===== config.mk =====
export PLATFORM = sky130hd
export DESIGN_NAME = sipo_deser
export DESIGN_NICKNAME = d
export VERILOG_FILES = /design/src/rtl/sipo_pkg.sv /design/src/rtl/sipo_out_reg.sv /design/src/rtl/sipo_deser.sv
export SDC_FILE = /design/constraint.sdc
export NUM_CORES = 1
export LEC_CHECK = 0
export CAP_MARGIN = 20
export CORE_MARGIN = 2
export CORE_UTILIZATION = 35
export CTS_BUF_LIST = sky130_fd_sc_hd__clkbuf_2 sky130_fd_sc_hd__clkbuf_4 sky130_fd_sc_hd__clkbuf_8
export DETAILED_ROUTE_END_ITERATION = 6
export DONT_BUFFER_PORTS = 1
export GPL_ROUTABILITY_DRIVEN = 0
export PLACE_DENSITY_LB_ADDON = 0.08
export SLEW_MARGIN = 40
export SYNTH_ARGS = -nofsm -noshare
export SYNTH_HDL_FRONTEND = slang
export SYNTH_SLANG_ARGS = --single-unit

===== constraint.sdc =====
create_clock -name clk -period 1.75 [get_ports clk]
set_clock_uncertainty 0.1 [all_clocks]
set_input_delay 0.525 -clock clk [delete_from_list [all_inputs] [get_ports clk]]
set_output_delay 0.525 -clock clk [all_outputs]
set_load 0.02 [all_outputs]

===== src/rtl/sipo_pkg.sv =====
// Shared definitions for the SIPO deserializer: bit-ordering selectors and
// the counter-width helper.
package sipo_pkg;

  localparam int unsigned ORDER_LSB_FIRST = 0;
  localparam int unsigned ORDER_MSB_FIRST = 1;

  // Smallest r with 2**r >= v; used to size bit_cnt.
  function automatic int unsigned clog2(input int unsigned v);
    int unsigned r;
    r = 0;
    for (int unsigned p = 1; p < v; p = p << 1) begin
      r = r + 1;
    end
    return r;
  endfunction

endpackage


===== src/rtl/sipo_out_reg.sv =====
// Word holding register for the deserializer.
// Provides the valid/ready handshake and sticky overrun detection.
module sipo_out_reg
  import sipo_pkg::*;
#(
  parameter int unsigned WIDTH = 8
) (
  input  logic             clk,
  input  logic             rst,
  input  logic [WIDTH-1:0] word,
  input  logic             word_done,
  input  logic             data_ready,
  input  logic             clear,
  output logic [WIDTH-1:0] data_out,
  output logic             data_valid,
  output logic             overrun
);

  logic [WIDTH-1:0] data_q, data_d;
  logic             valid_q, valid_d;
  logic             overrun_q, overrun_d;
  logic             transfer;

  always_comb begin
    transfer  = valid_q & data_ready;
    data_d    = data_q;
    valid_d   = valid_q & ~transfer;
    overrun_d = overrun_q;
    // A word completing on the same edge as a transfer takes the freed slot.
    if (word_done) begin
      if (!valid_q || transfer) begin
        data_d  = word;
        valid_d = 1'b1;
      end else begin
        overrun_d = 1'b1;
      end
    end
    if (clear) begin
      overrun_d = 1'b0;
    end
  end

  always_ff @(posedge clk or posedge rst) begin
    if (rst) begin
      data_q    <= '0;
      valid_q   <= 1'b0;
      overrun_q <= 1'b0;
    end else begin
      data_q    <= data_d;
      valid_q   <= valid_d;
      overrun_q <= overrun_d;
    end
  end

  assign data_out   = data_q;
  assign data_valid = valid_q;
  assign overrun    = overrun_q;

endmodule


===== src/rtl/sipo_deser.sv =====
// Serial-in/parallel-out deserializer: gated shift register and word framing
// counter, feeding a handshaked holding register.
module sipo_deser
  import sipo_pkg::*;
#(
  parameter int unsigned WIDTH     = 8,
  parameter int unsigned MSB_FIRST = 1
) (
  input  logic                    clk,
  input  logic                    rst,
  input  logic                    serial_in,
  input  logic                    bit_valid,
  input  logic                    clear,
  output logic [WIDTH-1:0]        q,
  output logic [clog2(WIDTH)-1:0] bit_cnt,
  output logic [WIDTH-1:0]        data_out,
  output logic                    data_valid,
  input  logic                    data_ready,
  output logic                    overrun
);

  localparam int unsigned CW = clog2(WIDTH);

  logic [WIDTH-1:0] q_q, q_d;
  logic [CW-1:0]    cnt_q, cnt_d;
  logic [WIDTH-1:0] shifted;
  logic             word_done;

  always_comb begin
    if (MSB_FIRST == ORDER_MSB_FIRST) begin
      shifted = {q_q[WIDTH-2:0], serial_in};
    end else begin
      shifted = {serial_in, q_q[WIDTH-1:1]};
    end
    q_d       = q_q;
    cnt_d     = cnt_q;
    word_done = 1'b0;
    // clear wins over bit_valid, so the bit sampled alongside it is dropped.
    if (clear) begin
      q_d   = '0;
      cnt_d = '0;
    end else if (bit_valid) begin
      q_d = shifted;
      if (cnt_q == CW'(WIDTH - 1)) begin
        cnt_d     = '0;
        word_done = 1'b1;
      end else begin
        cnt_d = cnt_q + CW'(1);
      end
    end
  end

  always_ff @(posedge clk or posedge rst) begin
    if (rst) begin
      q_q   <= '0;
      cnt_q <= '0;
    end else begin
      q_q   <= q_d;
      cnt_q <= cnt_d;
    end
  end

  assign q       = q_q;
  assign bit_cnt = cnt_q;

  sipo_out_reg #(
    .WIDTH(WIDTH)
  ) u_out_reg (
    .clk       (clk),
    .rst       (rst),
    .word      (shifted),
    .word_done (word_done),
    .data_ready(data_ready),
    .clear     (clear),
    .data_out  (data_out),
    .data_valid(data_valid),
    .overrun   (overrun)
  );

endmodule


==> impl_metrics.ini <==
[outcome]
status = finished clean

[flow_run]
cap_viol_max_count = 0

[drt]
top_layer = met4
drt-initial-drc-count = 5
wl_um = 1550
drc = 0
routed_via_density = 4.94
met2RoutedLength_um = 668
vias = 494
ant_nets = 0
dr.pass1.iters = 4
avgRoutedWirePerCell_um = 15.5
wl_met1_um = 733
route.met3.wl_um = 128

[cts]
numClockSinks = 21
ctsResizeCount = 0
post_cts_buffers = 0
cts_buffers = 3
cts_root_buf = clkbuf_4
h-tree-depth = 1
path_clk_slew_ps = 120
ctsHoldBuffers = 0
clk-insertion-delay-late_ps = 300
clock_tree.buffer_depth = 2
cts_tree = yes

[global_routing]
grt_overflow = 0
grt_usage = 0.124
grt_pass1_vias = 475
grt_pass1_wl_um = 2420
antenna_found_initial = 0
grt_max_degree = 22

[sta]
fin_crit_sh = 0.919
whs_ps = 17.9
fin_tns_setup_ps = 0
setup_viol = 0
slew-limit-headroom = 0.805
period_needed_ps = 1610
timing.fmax_mhz = 622
tightest_slew_ps = 292
grt_setup_unrepaired = false
drv_slew = 0
finalHoldViolations = 0

[synth]
syn_avg_cell_area_um2 = 13.5
yosysTopAreaCell = dfrtp_1
synth_top_area_share = 0.610
synthCells = 64
synth_nets = 72
syn_area_um2 = 862
synthDistinctLibCells = 14
ys_ff_latch = 21
seq_area_frac_synth = 0.610
yosys-top-cells-area = dfrtp_1 (61%), mux2i_1 (13%), mux2_2 (10%)
yosysWarnings = 0

[placed_design]
place_hpwl_um = 1040
placed_area_um2 = 938
portBuffers = 0

[power_and_ir_drop]
leakagePower_nw = 0.501
power_frac_seq = 0.648
power_switching_w = 0.000178
peakVddDrop_mv = 0.446
swShare = 0.229
p_comb_frac = 0.055
power.internal_w = 0.000597
clkPwrFrac = 0.297
p_per_area_nw_per_um2 = 799

[floorplanning]
die_x_um = 53.6
ios = 27
start_util = 0.379
core.rowCount = 17
die_y_um = 53.6
coreArea_um2 = 2280
die_area_um2 = 2880

[critical_path]
cp-start-kind = register
critPathMaxFanout = 8
worstPathRequired_ps = 1840
cp-end-kind = register
critPathArrivalTime_ps = 1700
worst-setup-path-type = reg -> reg

[final_layout]
diodes = 0
finalNetCount = 81
nFillCells = 224
drive_above_1_share = 0.333
syn_to_final_growth_pct = 12.5
finish.instance_area_um2 = 970

[min_path]
hold_class = in -> async
## state kept, by name, summed over array words and instances (netlist names)
name / flops
u_out_reg.data_out: 8
u_out_reg.data_valid: 1
u_out_reg.overrun: 1
q: 8
bit_cnt: 3
## worst max-delay path, stage by stage (launching register included)
cell     delay, ps
dfrtp_2        380
ha_1           140
ha_2           190
nand2_2         70
nor3_4         110
buf_6          160
mux2_2         340
## kinds of logic after synthesis
kind of cell             synth area share
adder cells (fa/ha/maj)            0.0290
AND/OR/NAND/NOR                    0.0900
buffers and inverters              0.0232
multiplexers                        0.232
flip-flops                          0.610
AO/OA/AOI/OAI                      0.0160
## power by group through the flow
stage               Clock [W]  Sequential (W)  Combinational (W)
floorplan                   0        0.000517          0.0000342
global placement            0        0.000511          0.0000440
detailed placement          0        0.000511          0.0000440
CTS                  0.000243        0.000502          0.0000441
global route         0.000265        0.000503          0.0000481
finish               0.000230        0.000502          0.0000426
## path summary, 6_finish.rpt
path                                  from  slack, ps                     to  cells after the start
worst max-delay path            bit_cnt[0]        140  u_out_reg.data_out[2]                      6
worst min-delay path                   rst         20                   q[7]                      2
worst max register to register  bit_cnt[0]        140  u_out_reg.data_out[2]                      6
worst min register to register  bit_cnt[1]        550             bit_cnt[1]                      3
max in group asynchronous              rst       1300             bit_cnt[1]                      2
min in group clk                     clear        160             bit_cnt[1]                      1
## placed cells by master, fill, tap and decap left out, types with 2 or more instances in the layout
cell type and n:
buf_4 6, nor2_1 13, dfrtp_1 19, clkbuf_4 3, dfrtp_2 2, mux2i_1 11, mux2_2 8
## stage by stage
stage | utilization | power, W | worst slack, ps | instances
2_1_floorplan | - | 0.000551 | 1.52 | 64
6_report | 0.426 | 0.000774 | 142 | 100
3_3_place_gp | 0.412 | 0.000555 | 88.4 | 96
4_1_cts | 0.424 | 0.000789 | 33.2 | 100
5_1_grt | 0.426 | 0.000816 | 44.9 | 100
3_5_place_dp | 0.412 | 0.000555 | 62.6 | 96
## layout make-up
cell class | instances | area, um^2 | share of cell area
repair buffers | 7 | 56.3 | 0.0581
well taps | 28 | 35.0 | 0.0361
flip-flops and latches | 21 | 528 | 0.545
multi-input cells | 39 | 319 | 0.329
inverters | 1 | 3.75 | 0.00387
clock buffers | 3 | 22.5 | 0.0232
clock inverters | 1 | 5.00 | 0.00516
## metal layers
| layer | GRT usage | vias up |
|---|---|---|
| met2 | 0.167 | 21 |
| met5 | 0 | - |
| met3 | 0.0694 | 2 |
| met1 | 0.172 | 235 |
| li1 | - | 236 |
| met4 | 0.0256 | 0 |
## Yosys cell counts
master	count
dfrtp_1	21
nor2_1	13
mux2i_1	11
mux2_2	8
ha_1	2
a31oi_1	1
buf_2	1
buf_4	1
clkbuf_1	1
inv_1	1
nand2_2	1
nor2b_1	1
nor3_4	1
o21bai_1	1
Note: power is estimated with default switching activity, not from simulation.
